`src/rtl/dat_xfer_sequencer_if.sv`:
```
// Signal bundle between the SDHCI host logic, the DAT-line engines and dat_xfer_sequencer.
// Handshake: start is a one-cycle request taken only while busy is low. rd_start/wr_start hold
// until the cycle with sd_clk_en_p set, when the engine takes them. Engine done strobes,
// block_done and xfer_done are single-cycle pulses with no back-pressure.
interface dat_xfer_sequencer_if #(
    parameter int BlockCountWidth = 16,
    parameter int TimeoutWidth    = 24
);
    logic                       sd_clk_en_p;
    logic                       start;
    logic                       is_write;
    logic                       multi_block;
    logic [BlockCountWidth-1:0] block_count;
    logic [TimeoutWidth-1:0]    timeout;
    logic                       stop_at_gap;
    logic                       continue_gap;
    logic                       abort;
    logic                       buf_ready;
    logic                       rd_start;
    logic                       wr_start;
    logic                       rd_data_valid;
    logic                       rd_done;
    logic                       rd_crc_err;
    logic                       rd_end_bit_err;
    logic                       wr_done;
    logic                       wr_crc_err;
    logic                       wr_end_bit_err;
    logic                       dat0;
    logic                       pause_sd_clk;
    logic                       busy;
    logic                       block_gap;
    logic                       block_done;
    logic                       xfer_done;
    logic [BlockCountWidth-1:0] blocks_left;
    logic                       err_timeout;
    logic                       err_crc;
    logic                       err_end_bit;
    logic [3:0]                 state;

    modport slave (
        input  sd_clk_en_p, start, is_write, multi_block, block_count, timeout,
        input  stop_at_gap, continue_gap, abort, buf_ready,
        input  rd_data_valid, rd_done, rd_crc_err, rd_end_bit_err,
        input  wr_done, wr_crc_err, wr_end_bit_err, dat0,
        output rd_start, wr_start, pause_sd_clk, busy, block_gap, block_done,
        output xfer_done, blocks_left, err_timeout, err_crc, err_end_bit, state
    );

    modport master (
        output sd_clk_en_p, start, is_write, multi_block, block_count, timeout,
        output stop_at_gap, continue_gap, abort, buf_ready,
        output rd_data_valid, rd_done, rd_crc_err, rd_end_bit_err,
        output wr_done, wr_crc_err, wr_end_bit_err, dat0,
        input  rd_start, wr_start, pause_sd_clk, busy, block_gap, block_done,
        input  xfer_done, blocks_left, err_timeout, err_crc, err_end_bit, state
    );
endinterface

```
`src/rtl/dat_xfer_sequencer.sv`:
```
// Block-level sequencer for SD DAT transfers: issues per-block engine starts, counts blocks,
// enforces data/busy timeouts and parks at block gaps when the buffer or host asks it to.
module dat_xfer_sequencer #(
    parameter int BlockCountWidth = 16,
    parameter int TimeoutWidth    = 24
) (
    input logic                 clk,
    input logic                 rst_n,
    dat_xfer_sequencer_if.slave bus
);
    typedef enum logic [3:0] {
        S_IDLE     = 4'd0,
        S_WAIT_BUF = 4'd1,
        S_START    = 4'd2,
        S_RD_WAIT  = 4'd3,
        S_WR_WAIT  = 4'd4,
        S_WR_BUSY  = 4'd5,
        S_GAP      = 4'd6,
        S_GAP_STOP = 4'd7,
        S_ERR      = 4'd8,
        S_DONE     = 4'd9
    } state_t;

    state_t                     state_q;
    state_t                     state_d;
    logic                       is_write_q;
    logic [BlockCountWidth-1:0] blocks_left_q;
    logic [TimeoutWidth-1:0]    tmo_cnt_q;
    logic                       err_timeout_q;
    logic                       err_crc_q;
    logic                       err_end_bit_q;
    logic                       block_done_q;

    logic [BlockCountWidth-1:0] eff_count;
    logic                       accept_start;
    logic                       tmo_hit;
    logic                       rd_err;
    logic                       wr_err;

    logic                       ev_block_ok;
    logic                       ev_timeout;
    logic                       ev_set_crc;
    logic                       ev_set_end_bit;
    logic                       cnt_clear;
    logic                       cnt_inc;

    assign eff_count    = bus.multi_block ? bus.block_count : BlockCountWidth'(1);
    assign accept_start = (state_q == S_IDLE) && bus.start;
    assign tmo_hit      = (bus.timeout != '0) && (tmo_cnt_q == bus.timeout);
    assign rd_err       = bus.rd_crc_err | bus.rd_end_bit_err;
    assign wr_err       = bus.wr_crc_err | bus.wr_end_bit_err;

    always_ff @(posedge clk or negedge rst_n) begin : state_reg
        if (!rst_n) begin
            state_q <= S_IDLE;
        end else begin
            state_q <= state_d;
        end
    end

    // Abort outranks everything; an engine done outranks a timeout seen in the same cycle.
    always_comb begin : next_state
        state_d        = state_q;
        ev_block_ok    = 1'b0;
        ev_timeout     = 1'b0;
        ev_set_crc     = 1'b0;
        ev_set_end_bit = 1'b0;
        cnt_clear      = 1'b0;
        cnt_inc        = 1'b0;
        if (bus.abort && (state_q != S_IDLE)) begin
            state_d = S_IDLE;
        end else begin
            case (state_q)
                S_IDLE: begin
                    if (bus.start) begin
                        cnt_clear = 1'b1;
                        state_d   = (eff_count == '0) ? S_DONE : S_WAIT_BUF;
                    end
                end
                S_WAIT_BUF: begin
                    if (bus.buf_ready) begin
                        state_d = S_START;
                    end
                end
                S_START: begin
                    if (bus.sd_clk_en_p) begin
                        cnt_clear = 1'b1;
                        state_d   = is_write_q ? S_WR_WAIT : S_RD_WAIT;
                    end
                end
                S_RD_WAIT: begin
                    cnt_inc   = bus.sd_clk_en_p;
                    cnt_clear = bus.rd_data_valid;
                    if (bus.rd_done) begin
                        if (rd_err) begin
                            ev_set_crc     = bus.rd_crc_err;
                            ev_set_end_bit = bus.rd_end_bit_err;
                            state_d        = S_ERR;
                        end else begin
                            ev_block_ok = 1'b1;
                            state_d     = S_GAP;
                        end
                    end else if (tmo_hit) begin
                        ev_timeout = 1'b1;
                        state_d    = S_ERR;
                    end
                end
                S_WR_WAIT: begin
                    cnt_inc = bus.sd_clk_en_p;
                    if (bus.wr_done) begin
                        if (wr_err) begin
                            ev_set_crc     = bus.wr_crc_err;
                            ev_set_end_bit = bus.wr_end_bit_err;
                            state_d        = S_ERR;
                        end else begin
                            cnt_clear = 1'b1;
                            state_d   = S_WR_BUSY;
                        end
                    end else if (tmo_hit) begin
                        ev_timeout = 1'b1;
                        state_d    = S_ERR;
                    end
                end
                S_WR_BUSY: begin
                    // The card releases DAT0 when programming finishes; only look on SD clock edges.
                    cnt_inc = bus.sd_clk_en_p;
                    if (bus.sd_clk_en_p && bus.dat0) begin
                        ev_block_ok = 1'b1;
                        state_d     = S_GAP;
                    end else if (tmo_hit) begin
                        ev_timeout = 1'b1;
                        state_d    = S_ERR;
                    end
                end
                S_GAP: begin
                    if (blocks_left_q == '0) begin
                        state_d = S_DONE;
                    end else if (bus.stop_at_gap) begin
                        state_d = S_GAP_STOP;
                    end else begin
                        state_d = S_WAIT_BUF;
                    end
                end
                S_GAP_STOP: begin
                    if (bus.continue_gap) begin
                        state_d = S_WAIT_BUF;
                    end
                end
                S_ERR:   state_d = S_DONE;
                S_DONE:  state_d = S_IDLE;
                default: state_d = S_IDLE;
            endcase
        end
    end

    always_comb begin : outputs
        bus.rd_start     = 1'b0;
        bus.wr_start     = 1'b0;
        bus.pause_sd_clk = 1'b0;
        bus.block_gap    = 1'b0;
        bus.xfer_done    = 1'b0;
        bus.busy         = (state_q != S_IDLE);
        case (state_q)
            S_WAIT_BUF: bus.pause_sd_clk = !bus.buf_ready;
            S_START: begin
                bus.rd_start = !is_write_q;
                bus.wr_start = is_write_q;
            end
            S_GAP_STOP: begin
                bus.block_gap    = 1'b1;
                bus.pause_sd_clk = 1'b1;
            end
            S_DONE:  bus.xfer_done = 1'b1;
            default: ;
        endcase
        bus.block_done  = block_done_q;
        bus.blocks_left = blocks_left_q;
        bus.err_timeout = err_timeout_q;
        bus.err_crc     = err_crc_q;
        bus.err_end_bit = err_end_bit_q;
        bus.state       = state_q;
    end

    always_ff @(posedge clk or negedge rst_n) begin : datapath
        if (!rst_n) begin
            is_write_q    <= 1'b0;
            blocks_left_q <= '0;
            tmo_cnt_q     <= '0;
            err_timeout_q <= 1'b0;
            err_crc_q     <= 1'b0;
            err_end_bit_q <= 1'b0;
            block_done_q  <= 1'b0;
        end else begin
            block_done_q <= ev_block_ok;
            if (accept_start) begin
                is_write_q    <= bus.is_write;
                blocks_left_q <= eff_count;
                err_timeout_q <= 1'b0;
                err_crc_q     <= 1'b0;
                err_end_bit_q <= 1'b0;
            end else if (ev_block_ok) begin
                blocks_left_q <= blocks_left_q - BlockCountWidth'(1);
            end
            if (ev_timeout) begin
                err_timeout_q <= 1'b1;
            end
            if (ev_set_crc) begin
                err_crc_q <= 1'b1;
            end
            if (ev_set_end_bit) begin
                err_end_bit_q <= 1'b1;
            end
            // Saturating so a long-stalled card cannot wrap back under the limit.
            if (cnt_clear) begin
                tmo_cnt_q <= '0;
            end else if (cnt_inc && (tmo_cnt_q != '1)) begin
                tmo_cnt_q <= tmo_cnt_q + TimeoutWidth'(1);
            end
        end
    end
endmodule
```
`src/flat_wrapper.sv`:
```
// flat-port wrapper written by rule: the top's interface ports become plain ports
module dat_xfer_sequencer_flat 
#(
    parameter int BlockCountWidth = 16,
    parameter int TimeoutWidth    = 24
)
  (clk, rst_n, bus_sd_clk_en_p, bus_start, bus_is_write, bus_multi_block, bus_block_count, bus_timeout, bus_stop_at_gap, bus_continue_gap, bus_abort, bus_buf_ready, bus_rd_data_valid, bus_rd_done, bus_rd_crc_err, bus_rd_end_bit_err, bus_wr_done, bus_wr_crc_err, bus_wr_end_bit_err, bus_dat0, bus_rd_start, bus_wr_start, bus_pause_sd_clk, bus_busy, bus_block_gap, bus_block_done, bus_xfer_done, bus_blocks_left, bus_err_timeout, bus_err_crc, bus_err_end_bit, bus_state);
  dat_xfer_sequencer_if #(.BlockCountWidth(BlockCountWidth), .TimeoutWidth(TimeoutWidth)) bus_i ();
  input logic clk;
  input logic rst_n;
  input wire logic [$bits(bus_i.sd_clk_en_p)-1:0] bus_sd_clk_en_p;
  input wire logic [$bits(bus_i.start)-1:0] bus_start;
  input wire logic [$bits(bus_i.is_write)-1:0] bus_is_write;
  input wire logic [$bits(bus_i.multi_block)-1:0] bus_multi_block;
  input wire logic [$bits(bus_i.block_count)-1:0] bus_block_count;
  input wire logic [$bits(bus_i.timeout)-1:0] bus_timeout;
  input wire logic [$bits(bus_i.stop_at_gap)-1:0] bus_stop_at_gap;
  input wire logic [$bits(bus_i.continue_gap)-1:0] bus_continue_gap;
  input wire logic [$bits(bus_i.abort)-1:0] bus_abort;
  input wire logic [$bits(bus_i.buf_ready)-1:0] bus_buf_ready;
  input wire logic [$bits(bus_i.rd_data_valid)-1:0] bus_rd_data_valid;
  input wire logic [$bits(bus_i.rd_done)-1:0] bus_rd_done;
  input wire logic [$bits(bus_i.rd_crc_err)-1:0] bus_rd_crc_err;
  input wire logic [$bits(bus_i.rd_end_bit_err)-1:0] bus_rd_end_bit_err;
  input wire logic [$bits(bus_i.wr_done)-1:0] bus_wr_done;
  input wire logic [$bits(bus_i.wr_crc_err)-1:0] bus_wr_crc_err;
  input wire logic [$bits(bus_i.wr_end_bit_err)-1:0] bus_wr_end_bit_err;
  input wire logic [$bits(bus_i.dat0)-1:0] bus_dat0;
  output wire logic [$bits(bus_i.rd_start)-1:0] bus_rd_start;
  output wire logic [$bits(bus_i.wr_start)-1:0] bus_wr_start;
  output wire logic [$bits(bus_i.pause_sd_clk)-1:0] bus_pause_sd_clk;
  output wire logic [$bits(bus_i.busy)-1:0] bus_busy;
  output wire logic [$bits(bus_i.block_gap)-1:0] bus_block_gap;
  output wire logic [$bits(bus_i.block_done)-1:0] bus_block_done;
  output wire logic [$bits(bus_i.xfer_done)-1:0] bus_xfer_done;
  output wire logic [$bits(bus_i.blocks_left)-1:0] bus_blocks_left;
  output wire logic [$bits(bus_i.err_timeout)-1:0] bus_err_timeout;
  output wire logic [$bits(bus_i.err_crc)-1:0] bus_err_crc;
  output wire logic [$bits(bus_i.err_end_bit)-1:0] bus_err_end_bit;
  output wire logic [$bits(bus_i.state)-1:0] bus_state;
  assign bus_i.sd_clk_en_p = bus_sd_clk_en_p;
  assign bus_i.start = bus_start;
  assign bus_i.is_write = bus_is_write;
  assign bus_i.multi_block = bus_multi_block;
  assign bus_i.block_count = bus_block_count;
  assign bus_i.timeout = bus_timeout;
  assign bus_i.stop_at_gap = bus_stop_at_gap;
  assign bus_i.continue_gap = bus_continue_gap;
  assign bus_i.abort = bus_abort;
  assign bus_i.buf_ready = bus_buf_ready;
  assign bus_i.rd_data_valid = bus_rd_data_valid;
  assign bus_i.rd_done = bus_rd_done;
  assign bus_i.rd_crc_err = bus_rd_crc_err;
  assign bus_i.rd_end_bit_err = bus_rd_end_bit_err;
  assign bus_i.wr_done = bus_wr_done;
  assign bus_i.wr_crc_err = bus_wr_crc_err;
  assign bus_i.wr_end_bit_err = bus_wr_end_bit_err;
  assign bus_i.dat0 = bus_dat0;
  assign bus_rd_start = bus_i.rd_start;
  assign bus_wr_start = bus_i.wr_start;
  assign bus_pause_sd_clk = bus_i.pause_sd_clk;
  assign bus_busy = bus_i.busy;
  assign bus_block_gap = bus_i.block_gap;
  assign bus_block_done = bus_i.block_done;
  assign bus_xfer_done = bus_i.xfer_done;
  assign bus_blocks_left = bus_i.blocks_left;
  assign bus_err_timeout = bus_i.err_timeout;
  assign bus_err_crc = bus_i.err_crc;
  assign bus_err_end_bit = bus_i.err_end_bit;
  assign bus_state = bus_i.state;
  dat_xfer_sequencer #(.BlockCountWidth(BlockCountWidth), .TimeoutWidth(TimeoutWidth)) u_core (.clk(clk), .rst_n(rst_n), .bus(bus_i));
endmodule
```
`config.mk`:
```
export PLATFORM = sky130hd
export DESIGN_NAME = dat_xfer_sequencer_flat
export DESIGN_NICKNAME = d
export VERILOG_FILES = /design/src/rtl/dat_xfer_sequencer_if.sv /design/src/rtl/dat_xfer_sequencer.sv /design/src/flat_wrapper.sv
export SDC_FILE = /design/constraint.sdc
export NUM_CORES = 1
export LEC_CHECK = 0
export BUFFER_PORTS_ARGS = -buffer_cell sky130_fd_sc_hd__buf_2
export CORE_MARGIN = 2
export CORE_UTILIZATION = 35
export CTS_CLUSTER_SIZE = 30
export DETAILED_ROUTE_END_ITERATION = 7
export PLACE_DENSITY = 0.66
export RECOVER_POWER = 100
export SETUP_SLACK_MARGIN = 0.02
export SLEW_MARGIN = 10
export SYNTH_ARGS = -nofsm -noshare
export SYNTH_HDL_FRONTEND = slang
export SYNTH_SLANG_ARGS = --single-unit
export TNS_END_PERCENT = 50
```
`constraint.sdc`:
```
create_clock -name clk -period 6.4 [get_ports clk]
set_input_delay 1.6 -clock clk [delete_from_list [all_inputs] [get_ports clk]]
set_output_delay 1.6 -clock clk [all_outputs]
set_load 0.05 [all_outputs]
```
==> out/metrics.cfg <==
[status]
status=complete, but fails checks
violations=capacitance limit, slew limit

[final_layout]
antenna_cells=0
instances_no_fill=595
seqCellArea_um2=1230
mostFrequentLayoutCell=buf_2
largest_reg_flops=24
num-nets-final=525
nFillCells=975
final_cell_mix=buf_2, dfrtp_1, nor2_1
synthToLayoutAreaGrowth_pct=16.1
stdcell_area_um2=3900
final_layout_size_suffix_gt1_frac=0.159
multiInputGateArea_um2=2000

[floorplanning]
top_level_ports=88
dieArea_um2=10400
rows=35
coreArea_um2=9280
die_w_um=102
die_h_um=102
start_util=0.362

[sta]
fin_ws_ps=2180
finClkSkew_ps=8.99
setup_viol=0
max_freq_ghz=0.237
relSlewSlack=-0.765
hold_viol_final=0
post-route-min-period_ps=4220
slew_viol_final=50
setup_tns_ps=0
tightest_slew_ps=2650
period_share=0.659
rsz0062_at_grt=no

[setup_path]
required_ps=4800
cp-endpoint=bus_pause_sd_clk
r2r_slack_ps=2660
r2r_end=u_core.tmo_cnt_q[21]
timing.rr.start=u_core.bus.state[2]
cp_slowest_stage_delay_ps=480
critPathKind=in2out
cp.arrival_ps=2620
reg2regPathDepth=5
startpoint_type=primary input
startpoint=bus_buf_ready
end_kind=output pin
cp_max_fo=2
crit_chain=buf_2 > nor3_1 > a21oi_1 > nor3b_1 > clkbuf_1
critical_path.slowest_cell=clkbuf_1

[placed_design]
pre_cts_ws_ps=2380
dp.cells=587
placed_area_um2=3900
gp_congestion=0.868
hpwl_um=6890
place.port_buffers=87

[clock_network]
clk_latency_ps=320
ctsHoldBuffers=0
clk_transition_reported_paths_ps=100
post_cts_buffers=0
clock_path_buffers=2
tritoncts=done
clock_sinks=49
cts_made_buffers=5
cts-root-buf=clkbuf_8
cts.repair.resized=0
cts-htree-levels=2

[detailed_routing]
avgViaCountPerCell=5.55
wire_per_inst_um=15.5
drtAntennaViolNets=0
drc=0
vias=3305
routed_wl_um=9190
first_pass_iters=4
drtIter0Drc=147

[yosys]
synth-edff-count=0
ys_warn_count=0
synth_xor_xnor_area_share=0.125
synth-main-ff-cell=dfrtp_1
seq_area_frac_synth=0.365
synthAdderAreaFrac=0.00745
synth-async-reset-ratio=1.00
synth_top_family_by_area=simple AND/OR/NAND/NOR gates
yosys-mux-area-fraction=0.00633
avgSynthCellArea_um2=8.75
syn_area_um2=3360
synth_compound_area_frac=0.157
syn_inst=384
yosysUniqueCellTypes=64
synth.net_count=444
ys_seq_elements=49
synthSimpleGateAreaFrac=0.310

[power_and_ir_drop]
ir_drop_v=0.000223
p_leak_nw=1.56
p_per_area_nw_per_um2=369

[global_route]
grt-ovfl-total=0
grt_antenna_before_repair=0
grt_max_degree=50
grt_pass1_wl_um=15300
track_usage=0.184
grt_pass1_vias=3289

[hold_path]
hold_path.class=reg2reg

[job]
max_cap_violations=1

synth_stat cells, types with 2 or more instances:
master / n / share of area
o211ai_1: 9 / 0.020
a221o_1: 3 / 0.0089
buf_6: 2 / 0.0067
nand2_1: 35 / 0.039
nor4_1: 15 / 0.028
and4_1: 5 / 0.013
or4_1: 2 / 0.0045
o31ai_1: 2 / 0.0045
and4bb_2: 2 / 0.0074
and2_1: 4 / 0.0074
or3_1: 7 / 0.013
nand3_1: 18 / 0.027
nand4_1: 8 / 0.015
xnor2_1: 28 / 0.073
or4_4: 2 / 0.0067
a21oi_1: 13 / 0.019
a32oi_1: 2 / 0.0052
nand2b_1: 6 / 0.011
nor2b_1: 2 / 0.0037
dfrtp_1: 49 / 0.36
a31oi_1: 3 / 0.0056
o311ai_1: 3 / 0.0078
clkbuf_1: 10 / 0.011
o21ai_0: 17 / 0.025
a31o_2: 2 / 0.0052
buf_1: 2 / 0.0022
nor4b_1: 4 / 0.010
o2bb2ai_1: 2 / 0.0052
xor2_1: 20 / 0.052
ha_1: 2 / 0.0074
a21o_1: 2 / 0.0045
a311oi_1: 2 / 0.0052
nor2_2: 2 / 0.0037
o2111ai_1: 2 / 0.0052
nor3b_1: 6 / 0.013
nor2_1: 41 / 0.046
inv_1: 6 / 0.0067
o311ai_0: 2 / 0.0052
nor3_1: 9 / 0.013
and3_1: 9 / 0.017
how the worst min path moves through the flow:
stage	startpoint	endpoint	slack (ps)	depth (start not counted)
floorplan	u_core.is_write_q	u_core.is_write_q	520	2
global placement	u_core.bus.err_end_bit	u_core.bus.err_end_bit	470	2
detailed placement	u_core.bus.err_timeout	u_core.bus.err_timeout	480	2
CTS	u_core.bus.err_timeout	u_core.bus.err_timeout	500	2
global route	u_core.bus.err_timeout	u_core.bus.err_timeout	530	2
finish	u_core.bus.err_timeout	u_core.bus.err_timeout	500	2
routing by layer:
layer,vias to the layer above,GRT usage,wire (um)
met2,134,0.299,4190
met4,0,0.0779,219
li1,1580,-,-
met5,-,0,0
met3,18,0.0328,535
met1,1573,0.242,4250
worst max-delay path: cells and delay by family:
family | cells | cell delay, ps
buf+inv | 2 | 580
compound gates | 1 | 60
simple gates | 2 | 360
kinds of logic (layout without fill, tap and decap cells):
kind of cell | after synthesis | after routing
fa+ha+maj | 2 | 2
mux | 2 | 2
simple gates | 187 | 187
compound gates | 75 | 75
buf+inv | 21 | 103
flops | 49 | 49
xor+xnor | 48 | 48
area by class of cell:
class	instances	share of cell area
Multi-Input combinational cell	314	0.513
Sequential cell	49	0.314
Timing Repair Buffer	89	0.104
Tap cell	129	0.0414
Clock buffer	6	0.0186
Inverter	6	0.00577
Clock inverter	2	0.00385
power breakdown:
group | switching (mW) | internal, mW | leakage, nW | total [mW]
logic | 0.543 | 0.214 | 0.863 | 0.756
registers | 0.123 | 0.371 | 0.657 | 0.494
clock network | 0.113 | 0.0773 | 0.0374 | 0.190
total | 0.779 | 0.662 | 1.56 | 1.44
per-stage QoR:
stage / hold WS (ps) / util / power (mW)
after floorplan: 522 / - / 1.09
after detailed placement: 478 / 0.420 / 1.30
final: 504 / 0.420 / 1.44
after global placement: 468 / 0.420 / 1.28
after CTS: 501 / 0.430 / 1.49
after global routing: 525 / 0.420 / 1.54
Power figures use the tool's default switching activity.
